--- src/rtl/fifo_wr_arbiter.sv ---
// Round-robin owner of the async FIFO write port in the wclk domain.
// One requester holds the port per burst; a burst ends on req_last or after MAXBURST beats.
module fifo_wr_arbiter #(
   parameter int NREQ     = 4,
   parameter int DSIZE    = 8,
   parameter int MAXBURST = 8
) (
   input  logic                   wclk,
   input  logic                   wrst_n,
   input  logic [NREQ-1:0]        req,
   input  logic [NREQ-1:0]        req_last,
   input  logic [NREQ*DSIZE-1:0]  req_data,
   output logic [NREQ-1:0]        req_ready,
   input  logic                   wfull,
   output logic                   winc,
   output logic [DSIZE-1:0]       wdata,
   output logic [NREQ-1:0]        gnt,
   output logic                   busy
);

   localparam int PW = $clog2(NREQ);
   localparam int CW = $clog2(MAXBURST) + 1;
   // Full-width compare so MAXBURST=256 releases on beat 255 instead of wrapping.
   localparam logic [CW-1:0] LAST_BEAT = CW'(MAXBURST - 1);

   typedef enum logic {IDLE, GRANT} state_t;

   state_t        state;
   logic [PW-1:0] rr_ptr;
   logic [CW-1:0] beat_cnt;

   logic [PW-1:0] g_idx;
   logic [PW-1:0] scan_idx;
   logic [PW-1:0] winner;
   logic          any_req;
   logic          release_burst;
   logic [PW-1:0] next_ptr;

   // NOTE: every always_comb output gets a default first, so no path leaves it
   // unassigned and no latch is inferred.
   always_comb begin
      g_idx = '0;
      for (int i = 0; i < NREQ; i++) begin
         if (gnt[i]) g_idx = PW'(i);
      end
   end

   // Scan downward so the candidate closest to rr_ptr overwrites the others.
   always_comb begin
      any_req  = 1'b0;
      winner   = rr_ptr;
      scan_idx = '0;
      for (int k = NREQ - 1; k >= 0; k--) begin
         scan_idx = PW'((int'(rr_ptr) + k) % NREQ);
         if (req[scan_idx]) begin
            any_req = 1'b1;
            winner  = scan_idx;
         end
      end
   end

   assign req_ready     = wfull ? '0 : gnt;
   assign winc          = ~wfull & (|(req & gnt));
   assign wdata         = (|gnt) ? req_data[int'(g_idx)*DSIZE +: DSIZE] : '0;
   assign release_burst = winc & (req_last[g_idx] | (beat_cnt == LAST_BEAT));
   assign next_ptr      = (g_idx == PW'(NREQ - 1)) ? '0 : g_idx + PW'(1);

   // NOTE: sequential state uses non-blocking assignments only, so every
   // register samples pre-edge values regardless of statement order.
   always_ff @(posedge wclk) begin
      if (!wrst_n) begin
         state    <= IDLE;
         gnt      <= '0;
         busy     <= 1'b0;
         rr_ptr   <= '0;
         beat_cnt <= '0;
      end else begin
         case (state)
            IDLE: begin
               if (any_req) begin
                  state    <= GRANT;
                  gnt      <= NREQ'(1) << winner;
                  busy     <= 1'b1;
                  beat_cnt <= '0;
               end
            end
            GRANT: begin
               if (winc) beat_cnt <= beat_cnt + CW'(1);
               if (release_burst) begin
                  state  <= IDLE;
                  gnt    <= '0;
                  busy   <= 1'b0;
                  rr_ptr <= next_ptr;
               end
            end
         endcase
      end
   end

endmodule
--- config.mk ---
export PLATFORM = sky130hd
export DESIGN_NAME = fifo_wr_arbiter
export DESIGN_NICKNAME = d
export VERILOG_FILES = /design/src/rtl/fifo_wr_arbiter.sv
export SDC_FILE = /design/constraint.sdc
export NUM_CORES = 1
export LEC_CHECK = 0
export ABC_AREA = 1
export BUFFER_PORTS_ARGS = -buffer_cell sky130_fd_sc_hd__buf_2
export CAP_MARGIN = 20
export CORE_ASPECT_RATIO = 0.5
export CORE_MARGIN = 1
export CORE_UTILIZATION = 41
export CTS_CLUSTER_SIZE = 28
export DETAILED_ROUTE_END_ITERATION = 6
export PLACE_DENSITY = 0.77
export SKIP_LAST_GASP = 1
export SYNTH_ARGS = -nofsm -noshare
export SYNTH_HDL_FRONTEND = slang
export SYNTH_SLANG_ARGS = --single-unit
--- constraint.sdc ---
create_clock -name wclk -period 1.53 [get_ports wclk]
set_clock_uncertainty 0.2 [all_clocks]
set_input_delay 0.153 -clock wclk [delete_from_list [all_inputs] [get_ports wclk]]
set_output_delay 0.153 -clock wclk [all_outputs]
set_load 0.01 [all_outputs]
==> reports/results.tsv, run 1 <==
stage	metric	value	unit
place	port bufs	60	
outcome	status	finished with violations	
yosys	Async SR Flop Fraction	0	
yosys	largest family of logic cells by synthesized area	simple AND/OR/NAND/NOR gates	
worst_setup_path	Req. time, crit path	1.49	ns
finish	leading cell types in the layout, fill and taps excluded	buf_2 (59), nor2_1 (37), nand2_1 (21)	
clock_tree	clock sink total	12	
floorplanning	initial core utilization	0.440	
sta	RSZ-0062 raised after global routing	yes	
routing	initial DRC count	141	
yosys	xor/xnor share of the synthesized area	0	
finish	Sequential Area	260	um2
clock_tree	TritonCTS clock tree	done	
grt	vias in the first global route	1555	
routing	TritonRoute pass-1 iters	5	
worst_setup_path	CP Capture Type	flip-flop	
floorplanning	Die X	77.4	um
yosys	Mapped Area	1170	um2
yosys	area share of the largest cell type after synthesis	0.206	
clock_tree	CTS Root Cell	clkbuf_8	
yosys	mean area per synthesized cell	5.92	um2
power_and_ir_drop	Leak	1.05	nW
place	hpwl dp	2.96	mm
grt	Remaining Overflow, GRT	0	
yosys	syn_nets	241	
worst_setup_path	worst endpoint data arrival time	1.84	ns
sta	Final Hold Vio Count	0	
yosys	mux share of post-synthesis cell area	0	
sta	Final WS setup	-0.349	ns
finish	Layout area overhead	86.6	%
yosys	synth unique cells	29	
grt	first-pass GRT wire length	6.79	mm
routing	ANT nets after route	0	
floorplanning	I/O pin cnt	61	
clock_tree	clock latency on the worst-skew pair	0.25	ns
finish	Antenna Cells	0	
yosys	Synth area leader	dfxtp_1	
yosys	Synth warnings	0	
outcome	failing checks	negative setup slack	
grt	antenna violations before repair	0	
yosys	sequential-to-total area share from yosys stat	0.206	
power_and_ir_drop	VDD IR-drop max	0.376	mV
flow_run	# Max-Cap Violations	0	
clock_tree	Reg clk slew, reported paths	0.06	ns
floorplanning	# rows	13	
worst_setup_path	Worst R2R Setup Slack	-0.35	ns
finish	Fillers	165	
power_and_ir_drop	Power Total	0.00136	W
yosys	top_reg_cell synth	dfxtp_1	
clock_tree	CTS Buf Count	3	
yosys	Adder-Cell Fraction of Synth Area	0.0107	
worst_setup_path	critical path type	flip-flop to flip-flop	
yosys	Compound-Gate Fraction of Synth Area	0.217	
finish	multi-input logic area	1060	um2
finish	layout cell share with drive strength beyond 1	0.633	
sta	Setup violations, final	22	
worst_setup_path	startpoint types	flip-flop	
sta	period utilisation layout	1.23	
sta	Max Clk Rate	532	MHz
floorplanning	Vert. Die Dim	39.7	um
routing	via count	1781	
yosys	Simple-Gate Fraction of Synth Area	0.470	
clock_tree	CTS Hold Buffers Added	0	
yosys	register bit count reported by yosys	12	
power_and_ir_drop	Cell Pwr Density	627	nW/um2
sta	Final Max Tran Viols	0	
place	global placer's final weighted congestion	0.911	
routing	DR vias/cell	5.38	
floorplanning	core box area	2650	um2
clock_tree	H-tree depth	1	
sta	Tmin final	1.88	ns
grt	maximum number of pins on one net before global-route repair	12	
min_path	min-delay worst type	primary input to flip-flop	
finish	nets	339	
worst_setup_path	CP max FO	4	
yosys	EDFF count, synth	0	
sta	Max-Slew Margin vs Limit	0.749	
routing	number of remaining DRC errors	0	
clock_tree	clk buf depth	2	
routing	detailed-route wire length per cell	15.2	um
yosys	Area contributors post-synth	dfxtp_1 (21%), nor2_1 (14%), nand2_1 (9.7%), a21oi_1 (8.2%), nand3_1 (7.7%)	
routing	Routed WL	5.02	mm
sta	Slew @ Worst Pin	0.377	ns
place	worst slack, placed	-0.166	ns
finish	most common cell after layout, fill and taps aside	buf_2	
grt	All-Layer GR Usage	0.288	
yosys	Cells after Synth	197	
floorplanning	DIE AREA	3070	um2
-- worst max-delay path, stage by stage, from the launching register on --
cell and delay (ns):
dfxtp_4 0.36, inv_4 0.04, buf_6 0.11, a21oi_4 0.14, inv_2 0.07, buf_12 0.13
o21ai_2 0.13, o211ai_2 0.15, nand2_2 0.17, o21ai_2 0.09, a21oi_1 0.19
-- routing by layer --
metal / vias to the layer above / GRT usage / wire length (um)
met3: 18 / 0.0721 / 371
met1: 809 / 0.326 / 2090
met4: 0 / 0.0802 / 131
met2: 105 / 0.560 / 2430
li1: 849 / - / -
met5: - / 0 / 0
-- stage by stage --
step                area (um2)  instances  hold WS (ns)  utilization  setup TNS [ns]
floorplan                 1230        197        0.0873            -          -0.102
global placement          1730        314         0.253        0.651           -1.05
detailed placement        1730        314         0.261        0.651           -1.42
CTS                       2020        326       0.00599        0.763           -3.50
global route              2180        331        0.0290        0.821           -6.25
finish                    2180        331        0.0254        0.821           -4.55
-- registers in the layout (all words and copies together), names as in the netlist --
name	cells
beat_cnt	4
state	1
busy	1
rr_ptr	2
gnt	4
-- power breakdown --
part           switching, W  internal [W]
Clock              0.000135      0.000228
Combinational      0.000362      0.000301
Sequential        0.0000164      0.000322
Total              0.000513      0.000852
-- logic make-up after synthesis --
logic type                 after synthesis
adders and majority gates                1
and+or+nand+nor                        116
buffers and inverters                   24
AOI/OAI and AO/OA                       44
DFF                                     12
-- Yosys cell counts (7+ instances only) --
cell,n
dfxtp_1,12
nor2_1,45
a21oi_1,19
inv_2,7
o21ai_0,17
inv_1,12
nand2_1,30
nand3_1,18
nand2_2,10
-- layout make-up --
type / count / area share
Inverter: 21 / 0.0443
Multi-Input combinational cell: 162 / 0.488
Timing Repair Buffer: 95 / 0.301
Tap cell: 37 / 0.0213
Sequential cell: 12 / 0.120
Clock buffer: 4 / 0.0253
-- final timing paths --
kind	endpoint	from	depth (start not counted)
max	rr_ptr[0]	gnt[2]	10
min	beat_cnt[0]	wrst_n	3
max reg2reg	rr_ptr[0]	gnt[2]	10
min reg2reg	busy	busy	2
-- repair_timing --
item / in CTS / in global routing
gates cloned: 1 / 0
setup endpoints to repair: 20 / 22
gates resized for setup: 56 / 31
pin swaps: 26 / 18
setup buffers: 8 / 5
Power figures use the tool's default switching activity.
==> run 2: changes to the inputs <==
==> constraint.sdc (replaced) <==
create_clock -name wclk -period 1.53 [get_ports wclk]
set_clock_uncertainty 0.2 [all_clocks]
set_input_delay 0.306 -clock wclk [delete_from_list [all_inputs] [get_ports wclk]]
set_output_delay 0.306 -clock wclk [all_outputs]
set_load 0.01 [all_outputs]
==> reports/results.tsv, run 2 (synthesis results as in run 1) <==
stage	metric	value	unit
clock_tree	CTS Buf Count	3	
worst_setup_path	CP max FO	6	
place	hpwl dp	2.98	mm
clock_tree	H-tree depth	1	
power_and_ir_drop	Leak	1.03	nW
floorplanning	Die X	77.4	um
worst_setup_path	Worst R2R Setup Slack	-0.31	ns
power_and_ir_drop	Cell Pwr Density	599	nW/um2
min_path	worst hold start	wrst_n	
worst_setup_path	CP Capture Type	output port	
outcome	status	finished with violations	
worst_setup_path	Buf+Inv Stages, Crit Path	3	
worst_setup_path	CP startpoint	gnt[2]	
worst_setup_path	crit path max-delay cell type	dfxtp_4	
min_path	min-delay worst type	primary input to flip-flop	
finish	Final Util	0.775	
finish	Layout area overhead	76.2	%
routing	detailed-route wire length per cell	13.0	um
grt	All-Layer GR Usage	0.255	
worst_setup_path	Crit path largest cell delay	0.38	ns
floorplanning	initial core utilization	0.440	
grt	vias in the first global route	1345	
clock_tree	TritonCTS clock tree	done	
clock_tree	CTS Root Cell	clkbuf_8	
grt	first-pass GRT wire length	5.92	mm
routing	DR vias/cell	5.05	
sta	Slew @ Worst Pin	0.360	ns
worst_setup_path	Req. time, crit path	1.02	ns
place	DP Cell Count	314	
worst_setup_path	Crit Reg-Reg Endpoint	gnt[0]	
clock_tree	clock sink total	12	
sta	Tmin final	1.88	ns
floorplanning	core box area	2650	um2
grt	maximum number of pins on one net before global-route repair	11	
clock_tree	Reg clk slew, reported paths	0.06	ns
floorplanning	DIE AREA	3070	um2
finish	Top Registers	beat_cnt: 4 flops, gnt: 4 flops, rr_ptr: 2 flops	
sta	period utilisation layout	1.23	
finish	Fillers	191	
routing	initial DRC count	57	
worst_setup_path	crit path cell chain	inv_4, a21oi_4, buf_6, o21ai_2, a21oi_1, buf_2	
outcome	failing checks	negative setup slack	
sta	post-route setup TNS	-6.21	ns
routing	Routed WL	4.29	mm
clock_tree	CTS Hold Buffers Added	0	
grt	Remaining Overflow, GRT	0	
floorplanning	I/O pin cnt	61	
place	global placer's final weighted congestion	0.880	
sta	Final Hold Vio Count	0	
min_path	WHS Endpoint	beat_cnt[0]	
routing	ANT nets after route	0	
worst_setup_path	worst endpoint data arrival time	1.37	ns
worst_setup_path	r2r worst-path depth	9	
flow_run	# Max-Cap Violations	0	
place	port bufs	60	
routing	number of remaining DRC errors	0	
power_and_ir_drop	Power Total	0.00123	W
sta	Max Clk Rate	532	MHz
finish	layout cell share with drive strength beyond 1	0.568	
finish	most common cell after layout, fill and taps aside	buf_2	
grt	antenna violations before repair	0	
floorplanning	Vert. Die Dim	39.7	um
finish	non-filler cells, final	329	
worst_setup_path	Worst path depth	6	
power_and_ir_drop	VDD IR-drop max	0.446	mV
finish	nets	337	
sta	Setup violations, final	24	
worst_setup_path	startpoint types	flip-flop	
place	worst slack, placed	-0.229	ns
finish	Antenna Cells	0	
sta	Max-Slew Margin vs Limit	0.759	
floorplanning	# rows	13	
sta	RSZ-0062 raised after global routing	yes	
sta	Final Max Tran Viols	0	
min_path	hold depth	3	
routing	via count	1661	
worst_setup_path	R2R Path Start	gnt[2]	
routing	TritonRoute pass-1 iters	4	
worst_setup_path	Crit path max-delay family	flip-flops	
sta	Final WS setup	-0.349	ns
finish	leading cell types in the layout, fill and taps excluded	buf_2 (59), nor2_1 (38), buf_4 (24)	
clock_tree	clk buf depth	2	
clock_tree	clock latency on the worst-skew pair	0.25	ns
worst_setup_path	critical path type	flip-flop to output port	
run 2: changes by cell type in the layout (fill, tap and decap cells not counted), moves of 3 or more:
cell     before  now
a21oi_2      10    5
o21ai_1      12   15
nand3_1       8   14
inv_4         2    5
nand3_2      12    6
buf_6        14    8
o21ai_2       8    5
nand2_4       8   11
buf_4        19   24
a21oi_1       9   14
nand2_2      14   10
run 2: worst reg2reg max path, delay by kind of cell, from the launching register on:
kind | cells | cell delay (ns)
and+or+nand+nor | 4 | 0.56
DFF | 1 | 0.38
buffers and inverters | 3 | 0.34
AOI/OAI and AO/OA | 2 | 0.23
run 2: through the flow:
| step | hold WS (ns) | area (um2) |
|---|---|---|
| final | 0.165 | 2050 |
| after global routing | 0.181 | 2050 |
| after CTS | 0.132 | 1920 |
| after detailed placement | 0.252 | 1750 |
| after global placement | 0.251 | 1750 |
| after floorplan | 0.240 | 1240 |
run 2: cell type report:
cell class	instances	area (um2)	area share
Inverter	21	98.8	0.0481
Multi-Input combinational cell	162	996	0.485
Clock buffer	4	45.0	0.0219
Sequential cell	12	263	0.128
Tap cell	37	46.3	0.0225
Timing Repair Buffer	93	606	0.295
run 2: timing repair:
| item | CTS | global route |
|---|---|---|
| setup endpoints to repair | 23 | 25 |
| gates resized for setup | 32 | 35 |
| setup buffers | 9 | 2 |
| gates cloned | 0 | 1 |
| pin swaps | 18 | 14 |
run 2: power by group:
| group | internal (W) | total (W) | switching [W] |
|---|---|---|---|
| registers | 0.000322 | 0.000342 | 0.0000200 |
| clock network | 0.000184 | 0.000305 | 0.000121 |
| logic | 0.000268 | 0.000584 | 0.000315 |
| total | 0.000774 | 0.00123 | 0.000456 |
run 2: worst max path at each step:
| stage | endpoint | slack (ns) |
|---|---|---|
| 2_1_floorplan | beat_cnt[3] | -0.03 |
| 3_3_place_gp | beat_cnt[2] | -0.19 |
| 3_5_place_dp | beat_cnt[2] | -0.23 |
| 4_1_cts | wdata[5] | -0.33 |
| 5_1_grt | rr_ptr[0] | -0.38 |
| 6_report | wdata[4] | -0.35 |
run 2: per-layer routing:
metal	wire (um)	track usage	up-vias
li1	-	-	843
met1	1760	0.300	740
met2	2130	0.496	70
met3	331	0.0558	8
met4	68	0.0472	0
met5	0	0	-
==> run 3: changes to the inputs <==
clock period = 1.7 ns   (was 1.53 ns; I/O delays follow)
==> reports/results.tsv, run 3 (synthesis results as in run 1) <==
stage	metric	value	unit
outcome	status	finished with violations	
outcome	failing checks	negative setup slack	
sta	Slew @ Worst Pin	0.359	ns
sta	Max Clk Rate	528	MHz
sta	RSZ-0062 raised after global routing	yes	
worst_setup_path	Req. time, crit path	1.16	ns
place	port bufs	60	
clock_tree	Reg clk slew, reported paths	0.05	ns
finish	nets	329	
clock_tree	H-tree depth	1	
grt	gr busiest metal	met2	
clock_tree	TritonCTS clock tree	done	
finish	Top Registers	beat_cnt: 4 flops, gnt: 4 flops, rr_ptr: 2 flops	
routing	ANT nets after route	0	
worst_setup_path	CP Capture Type	output port	
place	global placer's final weighted congestion	0.852	
routing	Routed WL	3.75	mm
clock_tree	clock sink total	12	
grt	All-Layer GR Usage	0.228	
worst_setup_path	CP startpoint	gnt[2]	
sta	period utilisation layout	1.11	
worst_setup_path	R2R Path Start	gnt[2]	
worst_setup_path	CP max FO	8	
clock_tree	CTS Buf Count	3	
routing	number of remaining DRC errors	0	
floorplanning	core box area	2650	um2
sta	Final WS setup	-0.193	ns
routing	detailed-route wire length per cell	11.7	um
clock_tree	CTS Root Cell	clkbuf_8	
floorplanning	Vert. Die Dim	39.7	um
routing	initial DRC count	64	
grt	vias in the first global route	1228	
floorplanning	DIE AREA	3070	um2
flow_run	# Max-Cap Violations	0	
grt	antenna violations before repair	0	
worst_setup_path	worst endpoint data arrival time	1.35	ns
sta	Final Max Tran Viols	0	
grt	maximum number of pins on one net before global-route repair	11	
grt	met3 GRT Util	0.0535	
sta	Max-Slew Margin vs Limit	0.760	
finish	leading cell types in the layout, fill and taps excluded	buf_2 (60), nor2_1 (41), nand2_1 (25)	
routing	DR vias/cell	5.01	
finish	Layout area overhead	64.6	%
finish	layout cell share with drive strength beyond 1	0.528	
place	placed inst area	1640	um2
min_path	worst hold start	wrst_n	
routing	TritonRoute pass-1 iters	4	
grt	Remaining Overflow, GRT	0	
clock_tree	clk buf depth	2	
worst_setup_path	critical path type	flip-flop to output port	
power_and_ir_drop	Leak	0.981	nW
sta	Setup violations, final	12	
min_path	min-delay worst type	primary input to flip-flop	
power_and_ir_drop	Cell Pwr Density	559	nW/um2
clock_tree	clock latency on the worst-skew pair	0.24	ns
floorplanning	Die X	77.4	um
finish	non-filler cells, final	321	
grt	first-pass GRT wire length	5.28	mm
finish	Finished Cell Area	1920	um2
floorplanning	# rows	13	
finish	multi-input logic area	937	um2
power_and_ir_drop	VDD IR-drop max	0.453	mV
clock_tree	CTS Hold Buffers Added	0	
sta	Tmin final	1.89	ns
finish	Antenna Cells	0	
place	DP Cell Count	307	
sta	Final Hold Vio Count	0	
grt	Global Route met1 Usage	0.281	
floorplanning	initial core utilization	0.440	
finish	Fillers	195	
grt	met2 Use GR	0.427	
floorplanning	I/O pin cnt	61	
place	worst slack, placed	-0.0953	ns
worst_setup_path	startpoint types	flip-flop	
place	hpwl dp	2.83	mm
sta	post-route setup TNS	-1.52	ns
finish	most common cell after layout, fill and taps aside	buf_2	
finish	Sequential Area	250	um2
sta	Hold Slack	0.198	ns
routing	via count	1607	
## run 3: worst paths after layout
path	slack, ns	cells past startpoint	endpoint
worst max-delay path	-0.19	6	wdata[6]
worst min-delay path	0.20	3	rr_ptr[0]
worst max register to register	-0.02	9	gnt[0]
worst min register to register	0.26	2	busy
## run 3: stage by stage
step,power [W],utilization
floorplan,0.000547,-
global placement,0.000694,0.619
detailed placement,0.000704,0.619
CTS,0.00104,0.673
global route,0.00114,0.724
finish,0.00107,0.724
## run 3: per-layer routing
layer,vias up,routed length (um)
li1,831,-
met1,722,1580
met2,52,1930
met3,2,238
met4,0,9
met5,-,0
## run 3: critical path, stage by stage (launching register included)
cell     delay, ns
dfxtp_4       0.38
inv_4         0.05
a21oi_4       0.17
buf_6         0.16
o21ai_2       0.07
a21oi_2       0.14
buf_2         0.14
## run 3: power breakdown
part / total (W) / internal (W) / switching, W
Sequential: 0.000308 / 0.000293 / 0.0000149
Clock: 0.000304 / 0.000204 / 0.000100
Combinational: 0.000461 / 0.000201 / 0.000260
## run 3: what timing repair did
action / in CTS / in global routing
cloned: 0 / 2
gates resized for setup: 31 / 25
buffers inserted: 4 / 4
pin swaps: 11 / 15
setup endpoints to repair: 16 / 21
## run 3: final cells by class
type	count	share of cell area
Clock buffer	4	0.0287
Timing Repair Buffer	85	0.278
Sequential cell	12	0.130
Inverter	21	0.0502
Tap cell	37	0.0241
Multi-Input combinational cell	162	0.488
